File: src/rtl/mdu_iter.sv
// mdu_iter: iterative RISC-V M-extension unit (shift-add multiply, restoring divide).
// Define MDU_OPCACHE_EN to add a single-entry divide result cache.
module mdu_iter #(
  parameter int XLEN     = 32,
  parameter int MUL_BITS = 2,
  parameter int TAG_W    = 5
) (
  input  logic             clk,
  input  logic             rst,
  input  logic             flush,
  input  logic             in_valid,
  output logic             in_ready,
  input  logic [2:0]       in_funct3,
  input  logic [XLEN-1:0]  in_a,
  input  logic [XLEN-1:0]  in_b,
  input  logic [TAG_W-1:0] in_tag,
  output logic             out_valid,
  input  logic             out_ready,
  output logic [XLEN-1:0]  out_data,
  output logic [TAG_W-1:0] out_tag,
  output logic             busy
);

  localparam int MUL_N = XLEN / MUL_BITS;
  localparam int CNT_W = $clog2(XLEN);
  localparam int PW    = 2 * XLEN;
  localparam logic [XLEN-1:0] ALL_ONES = {XLEN{1'b1}};
  localparam logic [XLEN-1:0] MOST_NEG = {1'b1, {(XLEN-1){1'b0}}};

  typedef enum logic [1:0] {IDLE = 2'd0, CALC = 2'd1, DONE = 2'd2} state_t;

  function automatic logic [XLEN-1:0] cond_neg(input logic [XLEN-1:0] v, input logic neg);
    cond_neg = neg ? -v : v;
  endfunction

  function automatic logic [PW-1:0] partial(input logic [PW-1:0] mc, input logic [MUL_BITS-1:0] bits);
    partial = {PW{1'b0}};
    for (int i = 0; i < MUL_BITS; i++) begin
      partial = partial + (bits[i] ? (mc << i) : {PW{1'b0}});
    end
  endfunction

  state_t             state_r;
  logic [2:0]         funct3_r;
  logic [TAG_W-1:0]   tag_r;
  logic [CNT_W-1:0]   cnt_r;
  logic               is_mul_r;
  logic               neg_r;
  logic               rem_neg_r;
  logic [PW-1:0]      acc_r;
  logic [PW-1:0]      mcand_r;
  logic [XLEN-1:0]    mplier_r;
  logic               out_valid_r;
  logic [XLEN-1:0]    out_data_r;
  logic [TAG_W-1:0]   out_tag_r;

  logic               a_signed_s, b_signed_s, a_neg_s, b_neg_s;
  logic [XLEN-1:0]    mag_a_s, mag_b_s;
  logic               special_s;
  logic [XLEN-1:0]    special_data_s;
  logic               hit_s;
  logic [XLEN-1:0]    hit_data_s;
  logic               cur_mul_s;
  logic [PW-1:0]      cur_acc_s, cur_mcand_s, next_mcand_s;
  logic [XLEN-1:0]    cur_mplier_s;
  logic [XLEN:0]      rem_sh_s, diff_s;
  logic [PW-1:0]      step_acc_s, prod_s;
  logic [XLEN-1:0]    quo_s, rem_s, result_s;

  assign in_ready  = (state_r == IDLE);
  assign busy      = (state_r != IDLE);
  assign out_valid = out_valid_r;
  assign out_data  = out_data_r;
  assign out_tag   = out_tag_r;

  // Operand signedness, magnitudes and divide special cases for the incoming request.
  always_comb begin
    case (in_funct3)
      3'b001:         begin a_signed_s = 1'b1; b_signed_s = 1'b1; end
      3'b010:         begin a_signed_s = 1'b1; b_signed_s = 1'b0; end
      3'b100, 3'b110: begin a_signed_s = 1'b1; b_signed_s = 1'b1; end
      default:        begin a_signed_s = 1'b0; b_signed_s = 1'b0; end
    endcase
    a_neg_s = a_signed_s & in_a[XLEN-1];
    b_neg_s = b_signed_s & in_b[XLEN-1];
    mag_a_s = cond_neg(in_a, a_neg_s);
    mag_b_s = cond_neg(in_b, b_neg_s);
    special_data_s = {XLEN{1'b0}};
    if (in_funct3[2] && (in_b == {XLEN{1'b0}})) begin
      special_s      = 1'b1;
      special_data_s = in_funct3[1] ? in_a : ALL_ONES;
    end else if (in_funct3[2] && a_signed_s && (in_a == MOST_NEG) && (in_b == ALL_ONES)) begin
      special_s      = 1'b1;
      special_data_s = in_funct3[1] ? {XLEN{1'b0}} : MOST_NEG;
    end else begin
      special_s = 1'b0;
    end
  end

  // The accept edge performs the first step on fresh operands; later steps use the registers.
  always_comb begin
    if (state_r == IDLE) begin
      cur_mul_s    = ~in_funct3[2];
      cur_acc_s    = in_funct3[2] ? {{XLEN{1'b0}}, mag_a_s} : {PW{1'b0}};
      cur_mcand_s  = {{XLEN{1'b0}}, (in_funct3[2] ? mag_b_s : mag_a_s)};
      cur_mplier_s = mag_b_s;
    end else begin
      cur_mul_s    = is_mul_r;
      cur_acc_s    = acc_r;
      cur_mcand_s  = mcand_r;
      cur_mplier_s = mplier_r;
    end
    next_mcand_s = cur_mul_s ? (cur_mcand_s << MUL_BITS) : cur_mcand_s;
  end

  // One datapath step: shift-add for multiply, restoring subtract for divide ({rem, quo} in acc).
  always_comb begin
    rem_sh_s = cur_acc_s[PW-1:XLEN-1];
    diff_s   = rem_sh_s - {1'b0, cur_mcand_s[XLEN-1:0]};
    if (cur_mul_s) begin
      step_acc_s = cur_acc_s + partial(cur_mcand_s, cur_mplier_s[MUL_BITS-1:0]);
    end else if (!diff_s[XLEN]) begin
      step_acc_s = {diff_s[XLEN-1:0], cur_acc_s[XLEN-2:0], 1'b1};
    end else begin
      step_acc_s = {rem_sh_s[XLEN-1:0], cur_acc_s[XLEN-2:0], 1'b0};
    end
  end

  // Sign fix-up and result selection for the final step.
  always_comb begin
    prod_s = neg_r ? -step_acc_s : step_acc_s;
    quo_s  = cond_neg(step_acc_s[XLEN-1:0], neg_r);
    rem_s  = cond_neg(step_acc_s[PW-1:XLEN], rem_neg_r);
    case (funct3_r)
      3'b000:                 result_s = prod_s[XLEN-1:0];
      3'b001, 3'b010, 3'b011: result_s = prod_s[PW-1:XLEN];
      3'b100, 3'b101:         result_s = quo_s;
      default:                result_s = rem_s;
    endcase
  end

`ifdef MDU_OPCACHE_EN
  logic            cache_valid_r, cache_signed_r;
  logic [XLEN-1:0] opa_r, opb_r, cache_a_r, cache_b_r, cache_quo_r, cache_rem_r;
  logic            accept_s, fill_s;

  assign accept_s = (state_r == IDLE) && in_valid && !flush;
  assign fill_s   = (state_r == CALC) && !is_mul_r && (cnt_r == CNT_W'(1)) && !flush;

  // Divide cache: operands captured at accept, entry filled when an iterative divide completes.
  always_ff @(posedge clk or posedge rst) begin
    if (rst) begin
      cache_valid_r  <= 1'b0;
      cache_signed_r <= 1'b0;
      opa_r          <= {XLEN{1'b0}};
      opb_r          <= {XLEN{1'b0}};
      cache_a_r      <= {XLEN{1'b0}};
      cache_b_r      <= {XLEN{1'b0}};
      cache_quo_r    <= {XLEN{1'b0}};
      cache_rem_r    <= {XLEN{1'b0}};
    end else if (flush) begin
      cache_valid_r <= 1'b0;
    end else begin
      if (accept_s) begin
        opa_r <= in_a;
        opb_r <= in_b;
      end
      if (fill_s) begin
        cache_valid_r  <= 1'b1;
        cache_signed_r <= ~funct3_r[0];
        cache_a_r      <= opa_r;
        cache_b_r      <= opb_r;
        cache_quo_r    <= quo_s;
        cache_rem_r    <= rem_s;
      end
    end
  end

  assign hit_s      = cache_valid_r && (cache_a_r == in_a) && (cache_b_r == in_b) &&
                      (cache_signed_r == ~in_funct3[0]);
  assign hit_data_s = in_funct3[1] ? cache_rem_r : cache_quo_r;
`else
  assign hit_s      = 1'b0;
  assign hit_data_s = {XLEN{1'b0}};
`endif

  // Control FSM, iterative datapath registers and registered result.
  always_ff @(posedge clk or posedge rst) begin
    if (rst) begin
      state_r     <= IDLE;
      funct3_r    <= 3'b000;
      tag_r       <= {TAG_W{1'b0}};
      cnt_r       <= {CNT_W{1'b0}};
      is_mul_r    <= 1'b0;
      neg_r       <= 1'b0;
      rem_neg_r   <= 1'b0;
      acc_r       <= {PW{1'b0}};
      mcand_r     <= {PW{1'b0}};
      mplier_r    <= {XLEN{1'b0}};
      out_valid_r <= 1'b0;
      out_data_r  <= {XLEN{1'b0}};
      out_tag_r   <= {TAG_W{1'b0}};
    end else if (flush) begin
      state_r     <= IDLE;
      out_valid_r <= 1'b0;
    end else begin
      case (state_r)
        IDLE: begin
          if (in_valid) begin
            funct3_r  <= in_funct3;
            tag_r     <= in_tag;
            is_mul_r  <= cur_mul_s;
            neg_r     <= a_neg_s ^ b_neg_s;
            rem_neg_r <= a_neg_s;
            acc_r     <= step_acc_s;
            mcand_r   <= next_mcand_s;
            mplier_r  <= cur_mplier_s >> MUL_BITS;
            if (cur_mul_s) begin
              cnt_r   <= CNT_W'(MUL_N - 1);
              state_r <= CALC;
            end else if (special_s || hit_s) begin
              out_valid_r <= 1'b1;
              out_data_r  <= special_s ? special_data_s : hit_data_s;
              out_tag_r   <= in_tag;
              state_r     <= DONE;
            end else begin
              cnt_r   <= CNT_W'(XLEN - 1);
              state_r <= CALC;
            end
          end
        end
        CALC: begin
          acc_r    <= step_acc_s;
          mcand_r  <= next_mcand_s;
          mplier_r <= cur_mplier_s >> MUL_BITS;
          cnt_r    <= cnt_r - CNT_W'(1);
          if (cnt_r == CNT_W'(1)) begin
            out_valid_r <= 1'b1;
            out_data_r  <= result_s;
            out_tag_r   <= tag_r;
            state_r     <= DONE;
          end
        end
        DONE: begin
          if (out_ready) begin
            out_valid_r <= 1'b0;
            state_r     <= IDLE;
          end
        end
        default: begin
          out_valid_r <= 1'b0;
          state_r     <= IDLE;
        end
      endcase
    end
  end

endmodule
File: config.mk
export PLATFORM = sky130hd
export DESIGN_NAME = mdu_iter
export DESIGN_NICKNAME = d
export VERILOG_FILES = /design/src/rtl/mdu_iter.sv
export SDC_FILE = /design/constraint.sdc
export NUM_CORES = 1
export LEC_CHECK = 0
export ABC_CLOCK_PERIOD_IN_PS = 10450
export CAP_MARGIN = 20
export CORE_ASPECT_RATIO = 1.2
export CORE_MARGIN = 4
export CORE_UTILIZATION = 50
export DETAILED_ROUTE_END_ITERATION = 6
export PLACE_DENSITY_LB_ADDON = 0.08
export SLEW_MARGIN = 30
export SYNTH_ARGS = -nofsm -noshare
export SYNTH_HDL_FRONTEND = slang
export SYNTH_SLANG_ARGS = --single-unit
File: constraint.sdc
create_clock -name clk -period 10.45 [get_ports clk]
set_clock_uncertainty 0.1 [all_clocks]
set_input_delay 1.045 -clock clk [delete_from_list [all_inputs] [get_ports clk]]
set_output_delay 1.045 -clock clk [all_outputs]
set_load 0.05 [all_outputs]
==> results by group <==
Flow run
  – Max-cap violations: 0

Global route
  – Antenna violations before repair: 3
  – Vias in the first global route: 26300
  – Total track usage: 41.4%
  – Global-route wire length before repair: 167000 um
  – Pin count of the biggest net entering global routing: 144
  – Total grt overflow: 0

Finish
  – Ratio of cells with drive above 1 in the final layout: 7.32%
  – Most common cell after layout, fill and taps aside: nand2_1
  – Multi-input gate area: approximately 18000 um2
  – Layout overhead on the synthesized area: 12.8%
  – Commonest non-fill, non-tap cells in the layout: nand2_1, o21ai_0, a21oi_1
  – Nets: 3570
  – Final instance count without filler cells: 3979
  – Inserted Diodes: 0
  – Finished Cell Area: 27400 um2
  – Filler Cells Inserted: 4659
  – Reg area: between 5000 and 6000 um2

Yosys
  – EDFF count, synth: 0
  – Yosys warns: 0
  – Syn Area/Cell: roughly 7.4 um2
  – Main area contributors after synthesis: dfrtp_1, nand2_1, o21ai_0
  – Cell area after synthesis: 24300 um2
  – Register area share after synthesis: 22.1%
  – Synth Instances: 3277
  – Synthesized Nets: roughly 3500
  – Area leader, netlist: dfrtp_1
  – Fraction of registers with async set/reset: 100%
  – Synth top area share: between 20% and 30%
  – Synth cell types: 100
  – Predominant post-synthesis flop cell: dfrtp_1
  – Synth Register Bits: 214

Floorplanning
  – Core footprint: 48000 um2
  – IO Pins: 117
  – Die span in y: 249 um
  – FP Rows: 88
  – Die Footprint: 52100 um2
  – Initial core utilization: approximately 51%
  – Die width: approximately 210 um

STA
  – PnR worst setup slack: 0.279 ns
  – Setup TNS: 0 ns
  – Final Cycle Share: between 90% and 100%
  – Slew margin rel.: a little under 30%
  – Fin. Hold Viols: 0
  – Count of final setup violators: 0
  – Peak Freq: 98.3 MHz
  – Min cycle time layout: between 10 and 15 ns
  – RSZ-0062 raised after global routing: no
  – Slew @ Worst Pin: 1.04 ns
  – Max Slew Vio Count: 0

Setup path
  – CP startpoint kind: input port
  – WP data arrival: 10.51 ns
  – Crit-path most repeated cell: nor4_1
  – Crit-path slowest cell: nor4_1
  – Setup crit end kind: register
  – Slowest cell delay on critical path: 0.66 ns
  – Crit Path Max Fanout: 10
  – Cell count of the worst reg-to-reg path: 24
  – Critical path type: in -> reg
  – Critical path required time: between 10 and 15 ns

CTS
  – Post CTS Setup Buffer Count: 0
  – Clk buf depth: 3
  – Clock Latency Late Sink: about 0.60 ns
  – Clock sink total: 214
  – CTS resizes: 0
  – Clock transition at the registers of the reported paths: roughly 0.060 ns
  – Hold-fix buffers, CTS: 0
  – CTS tree: done
  – Htree depth: 1
  – Number of buffers created by CTS: 28
  – Root buf cell: clkbuf_16

Route
  – WL/cell: 28.3 um
  – Iter 0 DRT Violations: 3415
  – DR vias/cell: 6.90
  – Remaining DRCs: 0
  – First-pass iteration count of the detailed router: 6
  – Vias: ~27000
  – Final wirelength: 113000 um
  – ANT nets after route: 0

Run status
  – Status: finished clean

Min path
  – Hold path cells: 2
  – Hold WC Path Type: reg -> reg

Place
  – Placed cells: 3926
  – Hpwl dp: 86700 um
  – RePlAce Congestion: 1.07
  – Post-DP Area: 26300 um2
  – Buffers on Ports: 116
  – Place WS: ~0.14 ns

Power
  – Tot Pwr: 0.00504 W
  – Worst VDD drop: 0.000186 V
  – Leak Pwr: 12.3 nW
  – Power per Cell Area: 184 nW/um2
## routing by layer
metal  up-vias  track usage, %  wire, um
li1      12000               -         -
met1     13200            49.1     39400
met2      1787            66.3     51100
met3       507            7.58     11100
met4         4            31.3     11100
met5         -               0        29
## power breakdown
part	switching, W	total, W	internal [W]
logic	0.00190	0.00282	0.000915
registers	0.000125	0.00111	0.000981
clock network	0.000449	0.00111	0.000662
total	0.00248	0.00504	0.00256
## cells in the mapped netlist (9+ instances only)
cell type,number
a21oi_1,264
o21bai_1,9
a21boi_0,16
o41ai_1,10
a221oi_1,19
or2_2,19
o211ai_1,33
inv_1,87
nand3b_1,12
and2_1,52
buf_1,17
nor2_1,258
o22ai_1,14
a31oi_1,42
fa_1,64
a211oi_1,43
o221ai_1,9
mux2_2,9
a22oi_1,16
nand2b_1,23
o21ai_1,19
ha_1,102
dfrtp_1,214
and4_1,16
nor2b_1,14
xor2_1,83
nand2_1,545
a211o_1,9
o21a_1,31
nand4_1,46
o31ai_1,32
and3_1,83
or4_1,16
nor4_1,22
a21o_1,49
clkbuf_1,186
nand3_1,69
or3_1,26
o21ai_0,297
nor3b_1,11
nor3_1,49
xnor2_1,92
mux2i_1,55
a22o_1,41
## sequential cells by signal (all words and copies together), names as in the netlist
register   flops
neg_r          1
mcand_r       64
cnt_r          5
is_mul_r       1
mplier_r      30
rem_neg_r      1
out_tag        5
out_valid      1
state_r        2
tag_r          5
funct3_r       3
acc_r         64
out_data      32
## kinds of logic after synthesis
family	share of synthesized area, %
compound gates	27.7
mux	2.69
flops	22.1
buf+inv	4.70
fa+ha+maj	10.5
xor+xnor	6.45
simple gates	25.9
## final timing paths
check	to	start	slack [ns]
max	out_data[13]	in_b[3]	0.28
min	acc_r[40]	acc_r[40]	0.37
max reg2reg	out_data[13]	state_r[1]	1.68
min reg2reg	acc_r[40]	acc_r[40]	0.37
max in group asynchronous	mcand_r[62]	rst	7.57
min in group asynchronous	mcand_r[9]	rst	0.95
## area by class of cell
type	count	share of cell area [%]
multi-input cells	2765	65.1
flip-flops and latches	214	19.6
repair buffers	230	7.54
well taps	630	2.88
clock buffers	33	2.74
inverters	88	1.23
clock inverters	19	0.973
## metrics by stage
| step | util, % | hold WS, ns |
|---|---|---|
| finish | 57.1 | 0.369 |
| floorplan | - | 0.330 |
| detailed placement | 54.9 | 0.357 |
| global route | 57.1 | 0.392 |
| CTS | 57.0 | 0.372 |
| global placement | 54.8 | 0.344 |
## critical path: cells and delay by family
kind | cells | cell delay [ns]
buffers and inverters | 4 | 0.96
muxes | 1 | 0.18
xor gates and xnor gates | 1 | 0.17
and+or+nand+nor | 12 | 3.89
adders and majority gates | 2 | 0.96
AOI/OAI and AO/OA | 9 | 3.31
No activity file was read; power rests on OpenSTA's default activity.
